## src/rtl/bcd_div_pkg.sv

```systemverilog
// Shared definitions for the sequential BCD divider.
//   state_t        : FSM state encoding (IDLE, LOAD, DIVIDE, ENCODE, DONE)
//   bw_of()        : binary working width for a given BCD digit count
//   BCD_MAX_NIBBLE : largest legal BCD digit value
//   DABBLE_THRESH  : double-dabble correction threshold
//   DABBLE_ADD     : double-dabble correction addend
package bcd_div_pkg;

  typedef enum logic [2:0] {
    ST_IDLE   = 3'd0,
    ST_LOAD   = 3'd1,
    ST_DIVIDE = 3'd2,
    ST_ENCODE = 3'd3,
    ST_DONE   = 3'd4
  } state_t;

  localparam int BCD_MAX_NIBBLE = 9;
  localparam int DABBLE_THRESH  = 5;
  localparam int DABBLE_ADD     = 3;

  function automatic int bw_of(input int digits);
    return 4 * digits;
  endfunction

endpackage

```

## src/rtl/bcd_divider_seq_dabble_adj.sv

```systemverilog
// dabble_adj: combinational double-dabble correction. Every 4-bit nibble of
// din that is >= DABBLE_THRESH gets DABBLE_ADD added; other nibbles pass.
//   W    : vector width, a multiple of 4
//   din  : BCD digits before the shift of a dabble step
//   dout : corrected digits, ready to be shifted left by one
module dabble_adj
  import bcd_div_pkg::*;
#(
  parameter int W = 8
) (
  input  logic [W-1:0] din,
  output logic [W-1:0] dout
);

  always_comb begin
    dout = din;
    for (int k = 0; k < W / 4; k++) begin
      if (din[4*k +: 4] >= 4'(DABBLE_THRESH)) begin
        dout[4*k +: 4] = din[4*k +: 4] + 4'(DABBLE_ADD);
      end
    end
  end

endmodule

```

## src/rtl/bcd_divider_seq_seg.sv

```systemverilog
// bcd_seg7: one BCD digit to a seven-segment glyph, active-high, bit order
// {g,f,e,d,c,b,a}. Non-decimal codes blank the digit.
//   bcd : input digit
//   seg : segment drive
// Only present when SEG_DISPLAY_EN is defined.
`ifdef SEG_DISPLAY_EN
module bcd_seg7 (
  input  logic [3:0] bcd,
  output logic [6:0] seg
);

  always_comb begin
    seg = 7'h00;
    case (bcd)
      4'd0: seg = 7'h3f;
      4'd1: seg = 7'h06;
      4'd2: seg = 7'h5b;
      4'd3: seg = 7'h4f;
      4'd4: seg = 7'h66;
      4'd5: seg = 7'h6d;
      4'd6: seg = 7'h7d;
      4'd7: seg = 7'h07;
      4'd8: seg = 7'h7f;
      4'd9: seg = 7'h6f;
      default: seg = 7'h00;
    endcase
  end

endmodule
`endif

```

## src/rtl/bcd_divider_seq.sv

```systemverilog
// bcd_divider_seq: multi-cycle packed-BCD divider.
// Flow: LOAD converts the captured BCD operands to binary (1 cycle), DIVIDE
// runs a restoring divide (BW cycles, MSB first), ENCODE converts quotient
// and remainder back to BCD with a sequential double-dabble (BW cycles),
// DONE pulses done for one cycle. Invalid digits or a zero divisor skip
// straight from LOAD to DONE with zero results and a flag.
// Handshake: start is only sampled in IDLE or DONE; when sampled high the
// operands are captured and results/flags cleared on that same edge. While
// busy is high start is ignored. done is a single-cycle pulse and results
// stay stable from done until the next accepted start.
// Ports:
//   clk, rst_n          : clock, async active-low reset
//   start               : operation request
//   dividend, divisor   : packed BCD operands, digit 0 in [3:0]
//   busy, done          : status / completion pulse
//   quotient, remainder : packed BCD results
//   div_by_zero, bcd_err: result flags (bcd_err wins over div_by_zero)
//   dbg_state           : current FSM state
//   q_seg, r_seg        : seven-segment glyphs, only with SEG_DISPLAY_EN
// Macro: SEG_DISPLAY_EN adds the q_seg/r_seg outputs.
module bcd_divider_seq
  import bcd_div_pkg::*;
#(
  parameter int DIGITS = 2
) (
  input  logic                  clk,
  input  logic                  rst_n,
  input  logic                  start,
  input  logic [4*DIGITS-1:0]   dividend,
  input  logic [4*DIGITS-1:0]   divisor,
  output logic                  busy,
  output logic                  done,
  output logic [4*DIGITS-1:0]   quotient,
  output logic [4*DIGITS-1:0]   remainder,
  output logic                  div_by_zero,
  output logic                  bcd_err,
  output logic [2:0]            dbg_state
`ifdef SEG_DISPLAY_EN
  ,
  output logic [7*DIGITS-1:0]   q_seg,
  output logic [7*DIGITS-1:0]   r_seg
`endif
);

  localparam int BW = bw_of(DIGITS);
  localparam int CW = $clog2(BW + 1);

  state_t        state, state_next;
  logic          accept;
  logic [BW-1:0] dvd_bcd, dvs_bcd;   // captured operands
  logic [BW-1:0] dvs_bin;            // binary divisor
  logic [BW-1:0] dq;                 // dividend in, quotient out; then encode source
  logic [BW:0]   pr;                 // partial remainder; low bits are encode source
  logic [BW-1:0] q_bcd, r_bcd;       // double-dabble accumulators
  logic [CW-1:0] cnt;
  logic          last_step;

  logic [BW-1:0] dvd_conv, dvs_conv, pw;
  logic          nib_err;
  logic [BW:0]   shifted, trial;
  logic          no_borrow;
  logic [BW-1:0] q_adj, r_adj;
  logic          unused_bits;

  // BCD -> binary as sum of digit * 10^k; also flag any nibble above 9.
  always_comb begin
    dvd_conv = '0;
    dvs_conv = '0;
    nib_err  = 1'b0;
    pw       = BW'(1);
    for (int k = 0; k < DIGITS; k++) begin
      dvd_conv = dvd_conv + BW'(dvd_bcd[4*k +: 4]) * pw;
      dvs_conv = dvs_conv + BW'(dvs_bcd[4*k +: 4]) * pw;
      if (dvd_bcd[4*k +: 4] > 4'(BCD_MAX_NIBBLE) ||
          dvs_bcd[4*k +: 4] > 4'(BCD_MAX_NIBBLE)) begin
        nib_err = 1'b1;
      end
      pw = pw * BW'(10);
    end
  end

  // Restoring divide step: bring in the next dividend bit, keep the
  // difference only when it did not borrow.
  assign shifted   = {pr[BW-1:0], dq[BW-1]};
  assign trial     = shifted - {1'b0, dvs_bin};
  assign no_borrow = ~trial[BW];
  assign last_step = (cnt == CW'(BW - 1));

  dabble_adj #(.W(BW)) u_adj_q (.din(q_bcd), .dout(q_adj));
  dabble_adj #(.W(BW)) u_adj_r (.din(r_bcd), .dout(r_adj));

  // Top adjusted bit is shifted out each step; pr[BW] is only a borrow guard.
  assign unused_bits = ^{q_adj[BW-1], r_adj[BW-1], pr[BW]};

  always_ff @(posedge clk or negedge rst_n) begin
    if (!rst_n) state <= ST_IDLE;
    else        state <= state_next;
  end

  always_comb begin
    state_next = state;
    accept     = 1'b0;
    case (state)
      ST_IDLE: begin
        if (start) begin
          accept     = 1'b1;
          state_next = ST_LOAD;
        end
      end
      ST_LOAD: begin
        if (nib_err || dvs_conv == '0) state_next = ST_DONE;
        else                           state_next = ST_DIVIDE;
      end
      ST_DIVIDE: if (last_step) state_next = ST_ENCODE;
      ST_ENCODE: if (last_step) state_next = ST_DONE;
      ST_DONE: begin
        if (start) begin
          accept     = 1'b1;
          state_next = ST_LOAD;
        end else begin
          state_next = ST_IDLE;
        end
      end
      default: state_next = ST_IDLE;
    endcase
  end

  assign busy      = (state == ST_LOAD) || (state == ST_DIVIDE) || (state == ST_ENCODE);
  assign done      = (state == ST_DONE);
  assign dbg_state = state;

  always_ff @(posedge clk or negedge rst_n) begin
    if (!rst_n) begin
      dvd_bcd     <= '0;
      dvs_bcd     <= '0;
      dvs_bin     <= '0;
      dq          <= '0;
      pr          <= '0;
      q_bcd       <= '0;
      r_bcd       <= '0;
      cnt         <= '0;
      quotient    <= '0;
      remainder   <= '0;
      div_by_zero <= 1'b0;
      bcd_err     <= 1'b0;
    end else begin
      if (accept) begin
        dvd_bcd     <= dividend;
        dvs_bcd     <= divisor;
        quotient    <= '0;
        remainder   <= '0;
        div_by_zero <= 1'b0;
        bcd_err     <= 1'b0;
      end
      case (state)
        ST_LOAD: begin
          dvs_bin     <= dvs_conv;
          dq          <= dvd_conv;
          pr          <= '0;
          q_bcd       <= '0;
          r_bcd       <= '0;
          cnt         <= '0;
          bcd_err     <= nib_err;
          div_by_zero <= !nib_err && (dvs_conv == '0);
        end
        ST_DIVIDE: begin
          pr  <= no_borrow ? trial : shifted;
          dq  <= {dq[BW-2:0], no_borrow};
          cnt <= last_step ? '0 : cnt + CW'(1);
        end
        ST_ENCODE: begin
          // Quotient and remainder binaries shift MSB-first into the
          // corrected BCD accumulators.
          q_bcd <= {q_adj[BW-2:0], dq[BW-1]};
          r_bcd <= {r_adj[BW-2:0], pr[BW-1]};
          dq    <= {dq[BW-2:0], 1'b0};
          pr    <= {1'b0, pr[BW-2:0], 1'b0};
          cnt   <= last_step ? '0 : cnt + CW'(1);
          if (last_step) begin
            quotient  <= {q_adj[BW-2:0], dq[BW-1]};
            remainder <= {r_adj[BW-2:0], pr[BW-1]};
          end
        end
        default: ;
      endcase
    end
  end

`ifdef SEG_DISPLAY_EN
  for (genvar g = 0; g < DIGITS; g++) begin : g_seg
    bcd_seg7 u_q_seg (.bcd(quotient[4*g +: 4]),  .seg(q_seg[7*g +: 7]));
    bcd_seg7 u_r_seg (.bcd(remainder[4*g +: 4]), .seg(r_seg[7*g +: 7]));
  end
`else
  // No display path in this build.
`endif

endmodule

```

## config.mk

```make
export PLATFORM = sky130hd
export DESIGN_NAME = bcd_divider_seq
export DESIGN_NICKNAME = d
export VERILOG_FILES = /design/src/rtl/bcd_div_pkg.sv /design/src/rtl/bcd_divider_seq_dabble_adj.sv /design/src/rtl/bcd_divider_seq_seg.sv /design/src/rtl/bcd_divider_seq.sv
export SDC_FILE = /design/constraint.sdc
export NUM_CORES = 1
export LEC_CHECK = 0
export CAP_MARGIN = 20
export CORE_MARGIN = 1.5
export CORE_UTILIZATION = 30
export DETAILED_ROUTE_END_ITERATION = 10
export HOLD_SLACK_MARGIN = 0.02
export PLACE_DENSITY = 0.46
export REMOVE_ABC_BUFFERS = 1
export SYNTH_ARGS = -nofsm -noshare
export SYNTH_HDL_FRONTEND = slang
export SYNTH_SLANG_ARGS = --single-unit
```

## constraint.sdc

```tcl
create_clock -name clk -period 5.1 [get_ports clk]
set_clock_uncertainty 0.1 [all_clocks]
set_input_delay 0.51 -clock clk [delete_from_list [all_inputs] [get_ports clk]]
set_output_delay 0.51 -clock clk [all_outputs]
set_load 0.1 [all_outputs]
```

==> metrics.yaml <==
rsz0062_at_grt: "false"
p_per_area_nw_per_um2: 665
root_buffer: "clkbuf_16"
period_needed_ps: 3550
finalPower_mw: 3.67
vias_per_cell: 4.94
synthTopCellsByArea: "dfrtp_1, ha_1, o21ai_0"
cts.path.max_buffers: 2
drive_gt1_frac: 0.113
die_area_um2: 15900
layout.nets: 556
n_antenna_cell: 0
antenna_found_initial: 0
die_h_um: 126
synth_most_common_cell: "dfrtp_1"
cts_tree: "built"
cp_num_cells: 4
synth_area_um2: 4550
power_frac_comb: 0.515
firstDrtPassIters: 4
ys.flop_type: "dfrtp_1"
cp_max_fo: 18
synthArstFlopShare: 1.00
areaGrowthSynthToFinish_pct: 21.3
finalWeightedCongestion: 0.768
io_pins: 42
r2r-start: "dq[7]$_DFFE_PN0P_"
grt_busiest_layer: "met2"
netlist_top_cells_count: "dfrtp_1, nand2_1, o21ai_0, ha_1, inv_1"
clk_pin_slew_worst_paths_ps: 60
max_stage_delay_ps: 1160
internal_power_mw: 2.09
p_clk_frac: 0.206
use_met1: 0.177
track_usage: 0.138
hold_viol_final: 0
cts_sinks: 81
startpoint_type: "flip-flop"
synth-edff-count: 0
dp_hpwl_um: 7270
tns_ps: 0
avgSynthCellArea_um2: 9.90
critPathSlowestCell: "clkdlybuf4s50_1"
reg2reg_slack_ps: 2380
path_cells: "nor2_1 -> or2_2 -> inv_1 -> clkdlybuf4s50_1"
synth.top_cell.area_share: 0.445
ir_drop_v: 0.000309
rr_endpoint: "pr[2]$_DFFE_PN0P_"
synth_cell_types: 57
synth_cells: 460
rows: 44
crit_type: "flip-flop to output port"
critPathArrivalTime_ps: 2940
grt_max_degree: 82
min_path_type: "flip-flop to flip-flop"
status: "completed"
fmax_mhz: 282
r2r_cells: 9
cts-htree-levels: 3
grt_util_met3: 0.0374
grt_use_met2: 0.223
cap_viol_max_count: 0
setup_violations: 0
worstMarginPinSlew_ps: 1000
switching_power_mw: 1.58
cpLargestDelayFamily: "buffers and inverters"
slew_headroom: 0.330
slew_violations: 0
crit_path_start: "dbg_state[1]$_DFFE_PN0P_"
die_w_um: 126
required_ps: 4490
seqPwrFrac: 0.279
grt_overflow_total: 0
clk_latency_ps: 350
yosysWarnings: 0
yosys.area.top_type: "dfrtp_1"
synth_seq_area_share: 0.445
wirelength_um: 10500
setup_ws_ps: 1550
cts-buffers-inserted: 9
coreArea_um2: 14700
num-fill-cells: 1475
ys_ff_latch: 81
leakagePower_nw: 2.41
critPathCaptureType: "output port"
drt-wirelength-per-cell_um: 15.2
drcViolationCount: 0
num_vias: 3409
sw_frac_of_total: 0.431
io_buffers: 41
antenna_left: 0
crit_path_end: "busy"
pre_cts_ws_ps: 1950
start_util: 0.310
grt_pass1_wl_um: 17000
crit_buf_inv: 2
drt_iter0_drc: 214
grt_pass1_vias: 3271
finalCritPeriodShare: 0.696
[registers in the layout (all words and copies together) (netlist names)]
| name | cells |
|---|---|
| dq | 8 |
| dvd_bcd | 8 |
| dvs_bcd | 8 |
| dvs_bin | 8 |
| pr | 8 |
| q_bcd | 8 |
| quotient | 8 |
| r_bcd | 8 |
| remainder | 8 |
| cnt | 4 |
| dbg_state | 3 |
| bcd_err | 1 |
| div_by_zero | 1 |
[cells in the final DEF, fill, tap and decap left out, types with 7 or more instances in the layout]
cell	instances
xnor2_1	14
ha_1	31
inv_1	27
nand2b_1	9
nand3_1	18
clkbuf_16	9
a21oi_1	21
xor2_1	7
nor3_1	7
mux2_2	21
o21ai_0	49
dfrtp_1	81
nand2_1	55
nor2_1	24
clkdlybuf4s50_1	40
[logic make-up (layout without fill, tap and decap cells)]
kind of cell / Yosys count / after routing / share of synthesized area
multiplexers: 28 / 28 / 0.0701
AND/OR/NAND/NOR: 138 / 138 / 0.143
flip-flops: 81 / 81 / 0.445
buffers and inverters: 42 / 88 / 0.0354
adder cells (fa/ha/maj): 36 / 36 / 0.107
AO/OA/AOI/OAI: 113 / 113 / 0.155
XOR/XNOR: 22 / 22 / 0.0440
[what timing repair did]
| item | 4_1_cts | 5_1_grt |
|---|---|---|
| hold buffers | 0 | 1 |
| endpoints found under the hold margin | 0 | 21 |
| endpoints found under the setup margin | 0 | 0 |
| buffers inserted | 0 | 0 |
| gates resized for setup | 0 | 0 |
[stage by stage]
| step | cells | hold WS (ps) | cell area (um^2) | util |
|---|---|---|---|---|
| after floorplan | 446 | 114 | 4500 | - |
| after global placement | 672 | 371 | 5140 | 0.350 |
| after detailed placement | 672 | 377 | 5140 | 0.350 |
| after CTS | 688 | 315 | 5490 | 0.373 |
| after global routing | 690 | 415 | 5530 | 0.376 |
| final | 690 | 385 | 5530 | 0.376 |
[routing by layer]
layer  up-vias  wire, um  share of wire
met3        15       376          0.036
met2        63      4940           0.47
met4         0       202          0.019
met5         -         0              0
met1      1642      4950           0.47
li1       1689         -              -
[how the worst min path moves through the flow]
stage,startpoint,end,slack [ps],cells past startpoint
2_1_floorplan,rst_n,bcd_err$_DFFE_PN0P_,110,0
3_3_place_gp,dvs_bin[4]$_DFFE_PN0P_,dvs_bin[4]$_DFFE_PN0P_,370,2
3_5_place_dp,dq[2]$_DFFE_PN0P_,dq[2]$_DFFE_PN0P_,380,2
4_1_cts,rst_n,quotient[5]$_DFF_PN0_,320,1
5_1_grt,dq[3]$_DFFE_PN0P_,dq[3]$_DFFE_PN0P_,420,2
6_report,dvs_bin[3]$_DFFE_PN0P_,dvs_bin[3]$_DFFE_PN0P_,390,2
[power groups by stage]
stage / clock (mW) / sequential [mW] / combinational, mW
CTS: 0.779 / 1.02 / 1.91
global route: 0.801 / 1.06 / 2.10
detailed placement: 0 / 1.03 / 1.90
global placement: 0 / 1.03 / 1.89
floorplan: 0 / 1.07 / 1.38
finish: 0.758 / 1.02 / 1.89
[worst reg2reg max path, delay by kind of cell (launching register included)]
kind                     cells  cell delay [ps]
buffers and inverters        1              130
AND/OR/NAND/NOR              1              170
multiplexers                 2              670
adder cells (fa/ha/maj)      2              630
flip-flops                   1              380
AO/OA/AOI/OAI                3              510
[area by class of cell]
type | count | area [um^2] | share of cell area
well taps | 184 | 230 | 0.0417
repair buffers | 44 | 453 | 0.0820
multi-input cells | 337 | 2370 | 0.428
clock buffers | 11 | 243 | 0.0439
flip-flops and latches | 81 | 2030 | 0.367
inverters | 28 | 105 | 0.0190
clock inverters | 5 | 103 | 0.0186
(Power assumes the default switching activity.)
